[src/rtl/motor_pkg.sv]
// Shared definitions for the motor ramp controller:
// motor block register map, control bits, FSM states.
package motor_pkg;

    localparam logic [2:0] REG_OVF  = 3'd0;
    localparam logic [2:0] REG_CTRL = 3'd2;
    localparam logic [2:0] REG_CMP  = 3'd3;
    localparam logic [2:0] REG_DIR  = 3'd7;

    localparam logic [31:0] CTRL_TIMER_EN = 32'h0000_0001;
    localparam logic [31:0] CTRL_PWM_EN   = 32'h0000_0010;

    typedef enum logic [3:0] {
        ST_INIT_OVF,
        ST_INIT_CTRL,
        ST_INIT_CMP,
        ST_INIT_DIR,
        ST_RUN,
        ST_WR_CMP,
        ST_WR_DIR,
        ST_WAIT_DEAD,
        ST_ESTOP
    } state_t;

    // Word address of a motor register: [4:2] select, rest zero.
    function automatic logic [7:0] reg_addr(input logic [2:0] r);
        reg_addr = {3'b000, r, 2'b00};
    endfunction

    // One ramp step from cur toward tgt, limited to step, never past tgt.
    function automatic logic [15:0] ramp_step(
        input logic [15:0] cur,
        input logic [15:0] tgt,
        input logic [15:0] step
    );
        logic [15:0] d;
        if (tgt >= cur) begin
            d = tgt - cur;
            ramp_step = (d > step) ? cur + step : tgt;
        end else begin
            d = cur - tgt;
            ramp_step = (d > step) ? cur - step : tgt;
        end
    endfunction

endpackage

[src/rtl/tick_divider.sv]
// Enable-gated divider: one-cycle tick every N enabled cycles.
// Synchronous clear restarts the phase.
module tick_divider #(
    parameter logic [19:0] N = 20'd5000
) (
    input  logic i_clk,
    input  logic i_reset,
    input  logic i_clr,
    input  logic i_en,
    output logic o_tick
);

    logic [19:0] r_cnt;

    assign o_tick = i_en && !i_clr && (r_cnt == N - 20'd1);

    // Count enabled cycles, wrapping on the tick.
    always_ff @(posedge i_clk) begin
        if (i_reset || i_clr) begin
            r_cnt <= '0;
        end else if (i_en) begin
            r_cnt <= o_tick ? 20'd0 : r_cnt + 20'd1;
        end
    end

endmodule

[src/rtl/motor_ramp_ctrl.sv]
// Motor block bus master: init sequence, soft duty ramps,
// dead-timed direction reversal and emergency stop.
module motor_ramp_ctrl
    import motor_pkg::*;
#(
    parameter logic [15:0] PERIOD     = 16'd1000,
    parameter logic [15:0] STEP       = 16'd10,
    parameter logic [19:0] STEP_TICKS = 20'd5000,
    parameter logic [19:0] DEAD_TICKS = 20'd2000
) (
    input  logic        pclk,
    input  logic        reset,
    input  logic        cmd_valid,
    output logic        cmd_ready,
    input  logic [15:0] cmd_duty,
    input  logic [3:0]  cmd_dir,
    input  logic        estop,
    output logic        bus_write_en,
    output logic [7:0]  bus_addr,
    output logic [31:0] bus_write_data,
    output logic [15:0] cur_duty,
    output logic [3:0]  cur_dir,
    output logic        at_target
);

    state_t      r_state;
    state_t      w_next;
    logic [15:0] r_tgt_duty;
    logic [3:0]  r_tgt_dir;
    logic [15:0] r_cur_duty;
    logic [3:0]  r_cur_dir;
    logic [15:0] r_new_duty;
    logic        r_we;
    logic [7:0]  r_addr;
    logic [31:0] r_data;

    logic        w_we;
    logic [2:0]  w_reg;
    logic [31:0] w_data;
    logic        w_duty_upd;
    logic [15:0] w_duty_val;
    logic        w_dir_upd;
    logic        w_latch;
    logic        w_live;
    logic        w_estop_hit;
    logic        w_hs;
    logic        w_dir_pend;
    logic [15:0] w_eff;
    logic [15:0] w_step;
    logic [15:0] w_clamped;
    logic        w_ramp_tick;
    logic        w_dead_tick;

    assign w_live = (r_state == ST_RUN) || (r_state == ST_WR_CMP) ||
                    (r_state == ST_WR_DIR) || (r_state == ST_WAIT_DEAD);
    assign w_estop_hit = w_live && estop;

    assign cmd_ready = ((r_state == ST_RUN) ||
                        (r_state == ST_WAIT_DEAD)) && !estop;
    assign w_hs      = cmd_valid && cmd_ready;
    assign w_clamped = (cmd_duty > PERIOD) ? PERIOD : cmd_duty;

    // A pending reversal ramps to zero before anything else.
    assign w_dir_pend = (r_tgt_dir != r_cur_dir);
    assign w_eff      = w_dir_pend ? 16'd0 : r_tgt_duty;
    assign w_step     = ramp_step(r_cur_duty, w_eff, STEP);

    tick_divider #(.N(STEP_TICKS)) u_ramp_div (
        .i_clk   (pclk),
        .i_reset (reset),
        .i_clr   (w_estop_hit || (r_state == ST_ESTOP)),
        .i_en    (w_live),
        .o_tick  (w_ramp_tick)
    );

    tick_divider #(.N(DEAD_TICKS)) u_dead_div (
        .i_clk   (pclk),
        .i_reset (reset),
        .i_clr   (w_estop_hit || (r_state != ST_WAIT_DEAD)),
        .i_en    (r_state == ST_WAIT_DEAD),
        .o_tick  (w_dead_tick)
    );

    // Next state and the bus write issued from the current state.
    always_comb begin
        w_next     = r_state;
        w_we       = 1'b0;
        w_reg      = REG_OVF;
        w_data     = 32'd0;
        w_duty_upd = 1'b0;
        w_duty_val = r_cur_duty;
        w_dir_upd  = 1'b0;
        w_latch    = 1'b0;
        if (w_estop_hit) begin
            w_we       = 1'b1;
            w_reg      = REG_CMP;
            w_data     = {16'd0, PERIOD};
            w_duty_upd = 1'b1;
            w_duty_val = 16'd0;
            w_next     = ST_ESTOP;
        end else begin
            unique case (r_state)
                ST_INIT_OVF: begin
                    w_we   = 1'b1;
                    w_reg  = REG_OVF;
                    w_data = {16'd0, PERIOD};
                    w_next = ST_INIT_CTRL;
                end
                ST_INIT_CTRL: begin
                    w_we   = 1'b1;
                    w_reg  = REG_CTRL;
                    w_data = CTRL_TIMER_EN | CTRL_PWM_EN;
                    w_next = ST_INIT_CMP;
                end
                ST_INIT_CMP: begin
                    w_we   = 1'b1;
                    w_reg  = REG_CMP;
                    w_data = {16'd0, PERIOD};
                    w_next = ST_INIT_DIR;
                end
                ST_INIT_DIR: begin
                    w_we   = 1'b1;
                    w_reg  = REG_DIR;
                    w_data = 32'd0;
                    w_next = ST_RUN;
                end
                ST_RUN: begin
                    if (w_dir_pend && (r_cur_duty == 16'd0)) begin
                        w_next = ST_WAIT_DEAD;
                    end else if (w_ramp_tick &&
                                 (w_step != r_cur_duty)) begin
                        w_latch = 1'b1;
                        w_next  = ST_WR_CMP;
                    end
                end
                ST_WR_CMP: begin
                    w_we       = 1'b1;
                    w_reg      = REG_CMP;
                    w_data     = {16'd0, PERIOD - r_new_duty};
                    w_duty_upd = 1'b1;
                    w_duty_val = r_new_duty;
                    w_next     = ST_RUN;
                end
                ST_WR_DIR: begin
                    w_we      = 1'b1;
                    w_reg     = REG_DIR;
                    w_data    = {28'd0, r_tgt_dir};
                    w_dir_upd = 1'b1;
                    w_next    = ST_RUN;
                end
                ST_WAIT_DEAD: begin
                    if (!w_dir_pend) begin
                        w_next = ST_RUN;
                    end else if (w_dead_tick) begin
                        w_next = ST_WR_DIR;
                    end
                end
                ST_ESTOP: begin
                    if (!estop) begin
                        w_next = ST_RUN;
                    end
                end
                default: begin
                    w_next = ST_INIT_OVF;
                end
            endcase
        end
    end

    // State, registered bus outputs, and target/current tracking.
    always_ff @(posedge pclk) begin
        if (reset) begin
            r_state    <= ST_INIT_OVF;
            r_tgt_duty <= '0;
            r_tgt_dir  <= '0;
            r_cur_duty <= '0;
            r_cur_dir  <= '0;
            r_new_duty <= '0;
            r_we       <= 1'b0;
            r_addr     <= '0;
            r_data     <= '0;
        end else begin
            r_state <= w_next;
            r_we    <= w_we;
            r_addr  <= w_we ? reg_addr(w_reg) : 8'd0;
            r_data  <= w_we ? w_data : 32'd0;
            if (w_duty_upd) begin
                r_cur_duty <= w_duty_val;
            end
            if (w_dir_upd) begin
                r_cur_dir <= r_tgt_dir;
            end
            if (w_latch) begin
                r_new_duty <= w_step;
            end
            if (w_estop_hit) begin
                r_tgt_duty <= 16'd0;
            end else if (w_hs) begin
                r_tgt_duty <= w_clamped;
                r_tgt_dir  <= cmd_dir;
            end
        end
    end

    assign bus_write_en   = r_we;
    assign bus_addr       = r_addr;
    assign bus_write_data = r_data;
    assign cur_duty       = r_cur_duty;
    assign cur_dir        = r_cur_dir;
    assign at_target      = (r_state == ST_RUN) &&
                            (r_cur_duty == r_tgt_duty) &&
                            (r_cur_dir == r_tgt_dir);

endmodule

[config.mk]
export PLATFORM = sky130hd
export DESIGN_NAME = motor_ramp_ctrl
export DESIGN_NICKNAME = d
export VERILOG_FILES = /design/src/rtl/motor_pkg.sv /design/src/rtl/tick_divider.sv /design/src/rtl/motor_ramp_ctrl.sv
export SDC_FILE = /design/constraint.sdc
export NUM_CORES = 1
export LEC_CHECK = 0
export CAP_MARGIN = 20
export CORE_UTILIZATION = 55
export DETAILED_ROUTE_END_ITERATION = 7
export GPL_TIMING_DRIVEN = 1
export PLACE_DENSITY_LB_ADDON = 0.3
export SYNTH_ARGS = -nofsm -noshare
export SYNTH_HDL_FRONTEND = slang
export SYNTH_SLANG_ARGS = --single-unit
[constraint.sdc]
create_clock -name pclk -period 5.9 [get_ports pclk]
set_clock_uncertainty 0.05 [all_clocks]
set_input_delay 0.59 -clock pclk [delete_from_list [all_inputs] [get_ports pclk]]
set_output_delay 0.59 -clock pclk [all_outputs]
set_load 0.02 [all_outputs]
==> flow_summary_export.csv, run 1 <==
group,metric,value,unit
global_route,grtUsageTotal,0.310,
detailed_routing,viasPerCell,5.99,
placed_design,postPlaceCellArea,9220,sq um
worst_setup_path,cp_cell_sequence,"xor2_1, nor4_2, buf_4, and2_0, ha_1, inv_1, fa_1, nand3_1, a211oi_1, o31ai_1, a21oi_1, and3_1, and4_2, a22o_4, a221o_1, a2111oi_4, nand4bb_2, o31ai_4, buf_4, mux2_2",
global_route,grt_overflow,0,
placed_design,gp_congestion,0.985,
power,ir_drop,0.189,mV
clock_network,htreeDepth,4,
sta,setup_viol,0,
detailed_routing,vias,8097,
clock_network,clkTransAtPathRegs,0.06,ns
worst_setup_path,worstPathMaxFanout,20,
worst_setup_path,cpMostUsedCell,"buf_4",
power,p_per_area,228,nW/um^2
layout,antenna_cells,0,
sta,fin_ws,0.187,ns
sta,fin_crit,5.71,ns
logic_synthesis,synth.distinct_cells,71,
clock_network,clk_latency,0.42,ns
sta,tightest_slew,0.840,ns
detailed_routing,wl_per_cell,18.0,microns
floorplan,die_area,15800,sq um
floorplan,core_area,14800,sq um
sta,fmax,175,MHz
global_route,grt_pass1_wl,38.7,mm
floorplan,die-height,126,microns
power,power_leakage,3.95,nW
detailed_routing,postRouteAntennaNets,0,
layout,finalCoreUtilization,0.668,
sta,post-route-period-util,0.968,
floorplan,die_width,126,microns
detailed_routing,wl,24.3,mm
global_route,grt_max_degree,49,
logic_synthesis,ys_seq_area_frac,0.285,
logic_synthesis,synth_flop_cell,"dfxtp_1",
detailed_routing,drt-initial-drc-count,826,
worst_setup_path,critPathLaunchType,"flip-flop",
clock_network,cts_tree,"yes",
logic_synthesis,synth.avg_cell_area,7.71,sq um
logic_synthesis,async_flop_share,0,
clock_network,cts_made_buffers,17,
clock_network,cts_buffer_depth,2,
detailed_routing,drc,0,
logic_synthesis,synth_top_cell_by_area,"dfxtp_1",
sta,final-hold-violation-count,0,
floorplan,io-pin-count,87,
flow_run,maxCapViolations,0,
logic_synthesis,synth_cells,1091,
worst_setup_path,worstPathArrival,5.97,ns
outcome,status,"finished clean",
worst_setup_path,required,6.15,ns
worst_setup_path,crit_path_end_kind,"flip-flop",
global_route,grt_pass1_vias,7540,
global_route,antenna_found_initial,0,
layout,mostFrequentLayoutCells,"130 x nor2_1, 124 x nand2_1, 120 x dfxtp_1",
logic_synthesis,synth.top_cell.area_share,0.285,
worst_setup_path,slowest_stage,"a221o_1",
logic_synthesis,synth_edf_count,0,
sta,holdWs,0.394,ns
placed_design,place_ws,0.203,ns
logic_synthesis,ys_seq_elements,120,
worst_hold_path,min_path_type,"flip-flop to flip-flop",
layout,area_growth,17.0,%
layout,drive_gt1_frac,0.0900,
worst_setup_path,critPathKind,"flip-flop to flip-flop",
clock_network,cts_sinks,120,
logic_synthesis,syn_area,8420,sq um
placed_design,portBuffers,65,
layout,postLayoutCellArea,9850,sq um
layout,final_common_cell,"nor2_1",
floorplan,start_util,0.570,
clock_network,cts_root_buf,"clkbuf_16",
sta,final_max_slew_viol_count,0,
logic_synthesis,ys_warn_count,0,
power,power,0.00224,W
floorplan,rows,44,
layout,num-fill-cells,1274,
logic_synthesis,yosys-top-cells-area,"dfxtp_1 29%, xnor2_1 7.7%, nor2_1 5.8%",
detailed_routing,first_pass_iters,7,
layout,nets,1217,
worst_setup_path,slowest_delay,0.42,ns
placed_design,dpl.hpwl,18.3,mm
sta,slew_headroom,0.440,
path summary, 6_finish.rpt:
path	slack, ns	startpoint	cells after the start	end
max	0.19	cur_dir[1]	20	r_new_duty[6]
max reg2reg	0.19	cur_dir[1]	20	r_new_duty[6]
min reg2reg	0.39	u_dead_div.r_cnt[0]	1	u_dead_div.r_cnt[0]
min	0.39	u_dead_div.r_cnt[0]	1	u_dead_div.r_cnt[0]
cells in the mapped netlist (8+ instances only):
cell type  instances
a211oi_1          10
a21oi_1           84
a22oi_1            9
and3_1            25
buf_2             10
buf_4             22
clkbuf_1          43
dfxtp_1          120
ha_1              37
inv_1             49
mux2_2            10
mux2i_1           13
nand2_1          124
nand2b_1          15
nand3_1           28
nand4_1           25
nor2_1           130
nor2b_1           12
nor3_1            24
nor4_1            15
o211ai_1           8
o21ai_0           35
or3_1             14
xnor2_1           74
xor2_1            35
power breakdown:
part | switching [W] | total [W] | internal [W]
combinational | 0.000239 | 0.000392 | 0.000153
clock | 0.000381 | 0.00102 | 0.000636
sequential | 0.0000110 | 0.000834 | 0.000823
through the flow:
stage	setup TNS [ns]	cells
final	0	1351
after global routing	-0.108	1351
after CTS	0	1348
after detailed placement	0	1316
after global placement	0	1316
after floorplan	0	1111
area by class of cell:
type,instances,area (sq um),area share
inverter,51,191,0.0194
clock inverter,13,143,0.0145
multi-input combinational,862,5520,0.560
timing repair buffer,102,926,0.0940
sequential,120,2400,0.244
tap,184,230,0.0234
clock buffer,19,443,0.0450
sequential cells by signal, indices dropped and copies added (netlist names):
name	cells
r_tgt_duty	16
r_tgt_dir	4
r_new_duty	16
bus_write_en	1
bus_write_data	16
cur_dir	4
cur_duty	16
u_dead_div.r_cnt	20
bus_addr	3
u_ramp_div.r_cnt	20
r_state	4
critical path: cells and delay by family (launching register included):
kind                       cells  cell delay [ns]
AOI/OAI and AO/OA              7             2.00
muxes                          1             0.37
buffers and inverters          3             0.64
and+or+nand+nor                6             1.41
xor gates and xnor gates       1             0.18
DFF                            1             0.33
adders and majority gates      2             0.64
routing by layer:
metal | wire length [microns] | up-vias | GRT usage | part of all wire
li1 | - | 3909 | - | -
met4 | 761 | 0 | 0.134 | 0.031
met5 | 0 | - | 0 | 0
met2 | 11100 | 386 | 0.498 | 0.46
met1 | 10400 | 3730 | 0.397 | 0.43
met3 | 2060 | 72 | 0.0748 | 0.085
kinds of logic after synthesis:
group	count (synthesis)	synth area share
other	1	0.000446
multiplexers	27	0.0360
AO/OA/AOI/OAI	221	0.178
flip-flops	120	0.285
buffers and inverters	129	0.0715
AND/OR/NAND/NOR	445	0.256
XOR/XNOR	109	0.113
adder cells (fa/ha/maj)	39	0.0598
repair_timing:
action | 4_1_cts | 5_1_grt
hold buffers | 0 | 0
buffers inserted | 0 | 2
resized for setup | 0 | 7
endpoints found under the setup margin | 0 | 17
No activity file was read; power rests on OpenSTA's default activity.
==> inputs of run 2 (changes only) <==
- CORE_ASPECT_RATIO: default -> 1.25
==> run 2 against run 1 <==
  * The run now ends with design-rule violations left
  * Global-route usage rose by 1.8 points
  * Critical path depth did not move
  * First-iteration DRC count fell by 22%
  * Flip-flop and latch count did not move
  * Power rose by 3.0%
  * Count of clock-buffer cells in the layout did not move
  * Sequential share of layout area fell by 0.18 points
  * Critical path type unchanged
  * Largest cell class unchanged
  * Die area barely moved
  * Highest routed layer unchanged
==> flow_summary_export.csv, run 2 (same netlist as run 1, synthesis figures left out) <==
group,metric,value,unit
clock_network,cts_buffer_depth,2,
worst_hold_path,min_path_type,"flip-flop to flip-flop",
clock_network,htreeDepth,4,
floorplan,io-pin-count,87,
global_route,antenna_found_initial,0,
floorplan,die-height,140,microns
layout,final_common_cell,"nor2_1",
detailed_routing,drt-initial-drc-count,646,
detailed_routing,first_pass_iters,8,
sta,final-hold-violation-count,0,
worst_setup_path,critPathLaunchType,"flip-flop",
clock_network,cts_sinks,120,
sta,final_max_slew_viol_count,0,
layout,area_growth,17.9,%
outcome,violations,"design-rule violations",
global_route,grtUsageTotal,0.328,
global_route,grt_pass1_vias,7688,
worst_setup_path,worstPathMaxFanout,20,
floorplan,start_util,0.563,
power,p_per_area,233,nW/um^2
sta,holdWs,0.395,ns
clock_network,clkTransAtPathRegs,0.05,ns
sta,fin_crit,5.64,ns
sta,rsz0062_at_grt,"no",
detailed_routing,wl,25.8,mm
worst_setup_path,worstPathArrival,5.89,ns
flow_run,maxCapViolations,0,
layout,postLayoutCellArea,9930,sq um
floorplan,rows,50,
clock_network,cts_tree,"yes",
worst_setup_path,crit_path_end_kind,"flip-flop",
detailed_routing,drc,1,
floorplan,die_width,113,microns
layout,antenna_cells,0,
layout,nets,1220,
placed_design,portBuffers,65,
placed_design,dpl.hpwl,19.5,mm
global_route,grt_pass1_wl,40.4,mm
sta,post-route-period-util,0.957,
floorplan,die_area,15800,sq um
layout,top_regs,"u_dead_div.r_cnt (20), u_ramp_div.r_cnt (20)",
clock_network,hold_buffers,0,
placed_design,gp_congestion,1.00,
detailed_routing,wl_per_cell,19.1,microns
worst_setup_path,critPathKind,"flip-flop to flip-flop",
sta,finalSetupTns,0,ns
clock_network,clk_latency,0.41,ns
layout,mostFrequentLayoutCells,"130 x nor2_1, 123 x nand2_1, 120 x dfxtp_1",
global_route,grt_overflow,0,
clock_network,cts_made_buffers,17,
detailed_routing,vias,8184,
outcome,status,"complete, but fails checks",
layout,regArea,2400,sq um
layout,num-fill-cells,1293,
power,power_leakage,3.99,nW
sta,setup_viol,0,
sta,fmax,177,MHz
clock_network,cts_root_buf,"clkbuf_16",
floorplan,core_area,15000,sq um
worst_setup_path,required,6.14,ns
detailed_routing,viasPerCell,6.05,
placed_design,postPlaceCellArea,9270,sq um
detailed_routing,postRouteAntennaNets,0,
global_route,grt_max_degree,49,
sta,slew_headroom,0.321,
layout,finalCoreUtilization,0.664,
sta,tightest_slew,1.02,ns
layout,multi_input_area,5520,sq um
layout,drive_gt1_frac,0.0932,
sta,fin_ws,0.256,ns
power,ir_drop,0.224,mV
placed_design,place_ws,0.159,ns
-- run 2: stage by stage --
step / total power (W) / std cells
floorplan: 0.00113 / 1111
global placement: 0.00124 / 1317
detailed placement: 0.00124 / 1317
CTS: 0.00231 / 1349
global route: 0.00238 / 1352
finish: 0.00231 / 1352
-- run 2: final timing paths --
path                          to  depth (start not counted)                 from  slack (ns)
max                r_new_duty[6]                         20         r_tgt_dir[3]        0.26
min          u_dead_div.r_cnt[0]                          1  u_dead_div.r_cnt[0]        0.39
max reg2reg        r_new_duty[6]                         20         r_tgt_dir[3]        0.26
min reg2reg  u_dead_div.r_cnt[0]                          1  u_dead_div.r_cnt[0]        0.39
-- run 2: final cells by class --
type / count / share of cell area
clock inverters: 13 / 0.0180
clock buffers: 19 / 0.0436
flip-flops and latches: 120 / 0.242
repair buffers: 105 / 0.0981
multi-input cells: 862 / 0.556
well taps: 182 / 0.0229
inverters: 51 / 0.0193
-- run 2: layer usage --
metal,global-route usage,vias up,share of wire
met5,0,-,0
met4,0.218,0,0.063
met3,0.0402,104,0.049
met2,0.577,323,0.50
met1,0.371,3855,0.39
li1,-,3902,-
-- run 2: critical path, cell delays in order (launching register included) --
cell and delay (ns):
dfxtp_1 0.34, xor2_1 0.16, nor4_2 0.38, buf_12 0.21, nand2_1 0.12, inv_1 0.12
ha_1 0.35, buf_4 0.22, a21oi_1 0.10, o21ai_1 0.20, mux2_2 0.38, a21o_1 0.16
o22a_1 0.22, and4_2 0.26, a22o_4 0.35, a221o_1 0.44, a2111oi_4 0.40, nand4bb_2 0.23
o31ai_4 0.26, buf_12 0.20, mux2_2 0.34
-- run 2: where the power goes --
| group | switching (W) | internal [W] | total, W | leakage [nW] |
|---|---|---|---|---|
| Sequential | 0.0000121 | 0.000823 | 0.000836 | 0.970 |
| Combinational | 0.000248 | 0.000160 | 0.000408 | 2.72 |
| Clock | 0.000364 | 0.000703 | 0.00107 | 0.300 |
| Total | 0.000624 | 0.00169 | 0.00231 | 3.99 |
-- run 2: timing repair --
action / CTS / global route
setup endpoints to repair: 0 / 16
buffers inserted: 0 / 2
resized for setup: 0 / 8
